<file path="src/rtl/fp8_seg_scroller.sv">
// fp8_seg_scroller: scrolls the fields of an FP8 E5M2 word over one 7-seg digit.
// Optional FP8_SEG_ACTIVE_LOW_EN inverts every glyph for common-anode boards.
module fp8_seg_scroller #(
  parameter int DWELL = 1_000_000
) (
  input  logic       clk,
  input  logic       rst_n,
  input  logic       ena,
  input  logic       load,
  input  logic [7:0] value_in,
  output logic [7:0] seg_out,
  output logic [2:0] phase
);

  localparam int CW = (DWELL > 1) ? $clog2(DWELL) : 1;
  localparam logic [CW-1:0] LAST = CW'(DWELL - 1);

`ifdef FP8_SEG_ACTIVE_LOW_EN
  localparam logic [7:0] POL = 8'hFF;
`else
  localparam logic [7:0] POL = 8'h00;
`endif

  typedef enum logic [2:0] {
    IDLE   = 3'd0,
    SIGN   = 3'd1,
    EXP_HI = 3'd2,
    EXP_LO = 3'd3,
    MAN    = 3'd4,
    SPEC   = 3'd5,
    GAP    = 3'd6
  } state_t;

  state_t        state_q, state_d;
  logic [CW-1:0] cnt_q, cnt_d;
  logic [7:0]    word_q, word_d;
  logic [7:0]    seg_q, seg_d;
  logic [7:0]    glyph;
  logic          special;

  function automatic logic [7:0] hex7(input logic [3:0] d);
    logic [7:0] g;
    case (d)
      4'h0: g = 8'h3F;
      4'h1: g = 8'h06;
      4'h2: g = 8'h5B;
      4'h3: g = 8'h4F;
      4'h4: g = 8'h66;
      4'h5: g = 8'h6D;
      4'h6: g = 8'h7D;
      4'h7: g = 8'h07;
      4'h8: g = 8'h7F;
      4'h9: g = 8'h6F;
      4'hA: g = 8'h77;
      4'hB: g = 8'h7C;
      4'hC: g = 8'h39;
      4'hD: g = 8'h5E;
      4'hE: g = 8'h79;
      default: g = 8'h71;
    endcase
    return g;
  endfunction

  assign special = (word_q[6:2] == 5'h1F);

  // Next state: load restarts at SIGN, otherwise advance after DWELL enabled cycles
  always_comb begin
    state_d = state_q;
    cnt_d   = cnt_q;
    word_d  = word_q;
    if (load) begin
      word_d  = value_in;
      cnt_d   = '0;
      state_d = SIGN;
    end else if (ena && state_q != IDLE) begin
      if (cnt_q == LAST) begin
        cnt_d = '0;
        unique case (state_q)
          SIGN:    state_d = special ? SPEC : EXP_HI;
          EXP_HI:  state_d = EXP_LO;
          EXP_LO:  state_d = MAN;
          MAN:     state_d = GAP;
          SPEC:    state_d = GAP;
          GAP:     state_d = SIGN;
          default: state_d = IDLE;
        endcase
      end else begin
        cnt_d = cnt_q + CW'(1);
      end
    end
  end

  // Glyph for the state being entered, so seg_out stays a pure register
  always_comb begin
    glyph = 8'h00;
    unique case (state_d)
      SIGN:    glyph = word_d[7] ? 8'h40 : 8'h00;
      EXP_HI:  glyph = hex7({3'b000, word_d[6]});
      EXP_LO:  glyph = hex7(word_d[5:2]);
      MAN:     glyph = hex7({2'b00, word_d[1:0]}) | 8'h80;
      SPEC:    glyph = (word_d[1:0] == 2'b00) ? 8'h76 : 8'h54;
      default: glyph = 8'h00;
    endcase
    seg_d = glyph ^ POL;
  end

  // State, counter, captured word and output register
  always_ff @(posedge clk or negedge rst_n) begin
    if (!rst_n) begin
      state_q <= IDLE;
      cnt_q   <= '0;
      word_q  <= 8'h00;
      seg_q   <= POL;
    end else begin
      state_q <= state_d;
      cnt_q   <= cnt_d;
      word_q  <= word_d;
      seg_q   <= seg_d;
    end
  end

  assign seg_out = seg_q;
  assign phase   = state_q;

endmodule

</file>
<file path="config.mk">
export PLATFORM = sky130hd
export DESIGN_NAME = fp8_seg_scroller
export DESIGN_NICKNAME = d
export VERILOG_FILES = /design/src/rtl/fp8_seg_scroller.sv
export SDC_FILE = /design/constraint.sdc
export NUM_CORES = 1
export LEC_CHECK = 0
export CAP_MARGIN = 20
export CORE_MARGIN = 1
export CORE_UTILIZATION = 55
export CTS_BUF_LIST = sky130_fd_sc_hd__clkbuf_8
export CTS_CLUSTER_DIAMETER = 150
export DETAILED_ROUTE_END_ITERATION = 8
export PLACE_DENSITY = 0.77
export SETUP_SLACK_MARGIN = 0.3
export SLEW_MARGIN = 10
export SYNTH_ARGS = -nofsm -noshare
export SYNTH_HDL_FRONTEND = slang
export SYNTH_SLANG_ARGS = --single-unit
</file>
<file path="constraint.sdc">
create_clock -name clk -period 4.4 [get_ports clk]
set_input_delay 0.88 -clock clk [delete_from_list [all_inputs] [get_ports clk]]
set_output_delay 0.88 -clock clk [all_outputs]
set_load 0.01 [all_outputs]
</file>
==> flow_metrics.env <==
export IMPL_synth_cells=257
export IMPL_ctsResizeCount=0
export IMPL_nets=291
export IMPL_synth_distinct_cells=64
export IMPL_drtPass1Iterations=4
export IMPL_stdcell_area_um2=2760
export IMPL_start_util_pct=58.9
export IMPL_die_y_um=68.4
export IMPL_worst_ep_arrival_time_ps=3080
export IMPL_ys_ff_latch=39
export IMPL_critPathRequiredTime_ps=4580
export IMPL_place_area_um2=2640
export IMPL_ys_seq_area_share_pct=40.3
export IMPL_io_pins=23
export IMPL_syn_area_um2=2420
export IMPL_grt_max_degree=40
export IMPL_clock_sinks=39
export IMPL_grt_pass1_vias=1830
export IMPL_power_density_nw_per_um2=282
export IMPL_async_flop_share_pct=100
export IMPL_fin_tns_setup_ps=0
export IMPL_critPathMaxFanout=7
export IMPL_grt_pass1_wl_mm=8.91
export IMPL_clock_latency_ps=290
export IMPL_setup_ws_ps=1490
export IMPL_status="complete, no violations"
export IMPL_gp_congestion=0.859
export IMPL_hold_viol_final=0
export IMPL_drc=0
export IMPL_diodes=0
export IMPL_tightest_slew_ps=938
export IMPL_fin_crit_ps=2910
export IMPL_clockBufferDepth=2
export IMPL_overflow=0
export IMPL_place_hpwl_mm=3.70
export IMPL_root_buffer="clkbuf_8"
export IMPL_rows=23
export IMPL_portBuffers=22
export IMPL_yosysWarningCount=0
export IMPL_antenna_found_initial=0
export IMPL_viasPerCell=6.22
export IMPL_drt_iter0_drc=145
export IMPL_cts_htree_levels=2
export IMPL_p_leak_nw=1.16
export IMPL_synth_ff_type="dfrtp_1"
export IMPL_hold_path_class="reg2reg"
export IMPL_drv_slew=0
export IMPL_vias=2016
export IMPL_dieArea_um2=4680
export IMPL_grt_usage_pct=26.3
export IMPL_core_um2=4120
export IMPL_die_w_um=68.4
export IMPL_syn_to_final_growth_pct=13.7
export IMPL_postCtsSetupBuffers=0
export IMPL_critPathCaptureType="flop"
export IMPL_setup_viol=0
export IMPL_synth_nets=275
export IMPL_cts_clk_slew_worst_paths_ps=80
export IMPL_fin_crit_sh_pct=66.0
export IMPL_worstSetupStartpointType="input pin"
export IMPL_cts_buffers=5
export IMPL_skew_ps=4.57
export IMPL_dp_slack_ps=1190
export IMPL_rsz0062_at_grt="false"
export IMPL_synth_edf_count=0
export IMPL_slew_headroom_pct=35.7
export IMPL_max_freq_mhz=344
export IMPL_path_class="in2reg"
export IMPL_cts_tree="built"
export IMPL_ant_nets=0
export IMPL_hold_buffers=0
export IMPL_ir_drop_mv=0.207
export IMPL_drive_above_1_share_pct=9.85
export IMPL_routed_wl_mm=5.26
export IMPL_post_drt_wl_per_cell_um=16.2
export IMPL_avgSynthCellArea_um2=9.43
export IMPL_cap_violations=0
export IMPL_finalPower_mw=0.777
## synth_stat cells (2+ instances only)
| cell | instances | area share (%) |
|---|---|---|
| o2bb2ai_1 | 2 | 0.72 |
| and4b_1 | 2 | 0.83 |
| nand2b_1 | 3 | 0.77 |
| buf_2 | 3 | 0.62 |
| nor2b_1 | 2 | 0.52 |
| o211ai_1 | 2 | 0.62 |
| a211o_1 | 2 | 0.72 |
| nor4_1 | 2 | 0.52 |
| o31ai_1 | 7 | 2.2 |
| and4_1 | 2 | 0.72 |
| inv_1 | 10 | 1.5 |
| buf_1 | 2 | 0.31 |
| nand3_1 | 9 | 1.9 |
| o221ai_1 | 2 | 0.72 |
| or3_1 | 3 | 0.77 |
| xnor2_1 | 4 | 1.4 |
| mux2i_1 | 8 | 3.3 |
| buf_6 | 2 | 0.93 |
| nand2_1 | 25 | 3.9 |
| nor2_1 | 20 | 3.1 |
| nand4_1 | 6 | 1.5 |
| a31oi_1 | 5 | 1.3 |
| dfrtp_1 | 39 | 40 |
| ha_1 | 6 | 3.1 |
| xor2_1 | 2 | 0.72 |
| a21oi_1 | 12 | 2.5 |
| mux2_2 | 3 | 1.4 |
| clkbuf_1 | 7 | 1.1 |
| o32ai_1 | 2 | 0.72 |
| and3_1 | 6 | 1.5 |
| nor3_1 | 7 | 1.4 |
| or4_1 | 2 | 0.62 |
| o21ai_0 | 16 | 3.3 |
| o21ai_1 | 2 | 0.41 |
## final timing paths
| check | slack, ps | cells past startpoint | startpoint | end |
|---|---|---|---|---|
| worst max-delay path | 1490 | 9 | load | seg_out[1]$_DFF_PN0_ |
| worst min register to register | 510 | 1 | word_q[7]$_DFF_PN0_ | word_q[7]$_DFF_PN0_ |
| worst max register to register | 1910 | 5 | phase[0]$_DFF_PN0_ | cnt_q[11]$_DFFE_PN0P_ |
| min in group asynchronous | 700 | 1 | rst_n | cnt_q[9]$_DFFE_PN0P_ |
| max in group asynchronous | 3170 | 1 | rst_n | cnt_q[0]$_DFFE_PN0P_ |
| worst min-delay path | 510 | 1 | word_q[7]$_DFF_PN0_ | word_q[7]$_DFF_PN0_ |
## stage by stage
step	std cells	util (%)	hold WS [ps]
floorplan	257	-	468
global placement	316	64.1	488
detailed placement	316	64.1	497
CTS	324	67.0	511
global route	324	67.0	532
finish	324	67.0	508
## state kept, by name (all words and copies together), names as in the netlist
| register | count |
|---|---|
| seg_out | 8 |
| cnt_q | 20 |
| phase | 3 |
| word_q | 8 |
## area by class of cell
class / instances / area (µm²)
tap: 50 / 62.6
timing repair buffer: 23 / 223
inverter: 11 / 41.3
fill: 339 / 1360
multi-input combinational: 193 / 1340
clock inverter: 2 / 35.0
clock buffer: 6 / 82.6
sequential: 39 / 976
## worst max-delay path, stage by stage
cell and delay, ps:
clkdlybuf4s50_1 620, mux2i_1 530, ha_1 220, inv_1 50, nor2_1 90, a21oi_1 50
o32ai_1 220, nand2_2 80, a221o_1 340
## cell usage in the layout (no fill, tap or decap), drive strengths merged, types with 3 or more instances in the layout
cell,n
dfrtp,39
nand2,26
nor4,3
a21oi,12
inv,11
mux2i,10
nand3,11
mux2,4
xnor2,4
clkdlybuf4s50,21
nor2,20
nand4,6
nor3,8
o21ai,18
a31oi,6
nand2b,3
and3,6
clkbuf,6
o31ai,7
ha,6
or3,3
## kinds of logic (layout without fill, tap and decap cells)
family / after synthesis / in the layout / synth area share (%)
XOR/XNOR: 6 / 6 / 2.17
buffers and inverters: 25 / 42 / 4.65
multiplexers: 15 / 15 / 7.74
AND/OR/NAND/NOR: 100 / 100 / 23.1
adder cells (fa/ha/maj): 6 / 6 / 3.10
AO/OA/AOI/OAI: 66 / 66 / 19.0
flip-flops: 39 / 39 / 40.3
## metal layers
metal	vias to the layer above	routed length, µm	share of wire [%]	GRT usage (%)
li1	985	-	-	-
met1	962	2640	50	38.7
met2	65	2270	43	37.4
met3	4	305	5.8	6.83
met4	0	43	0.82	7.55
met5	-	0	0	0
## power breakdown
| part | total (mW) | internal [mW] | switching [mW] |
|---|---|---|---|
| logic | 0.0919 | 0.0367 | 0.0552 |
| registers | 0.375 | 0.368 | 0.00739 |
| clock network | 0.309 | 0.184 | 0.126 |
| total | 0.777 | 0.588 | 0.188 |
Note: power is estimated with default switching activity, not from simulation.
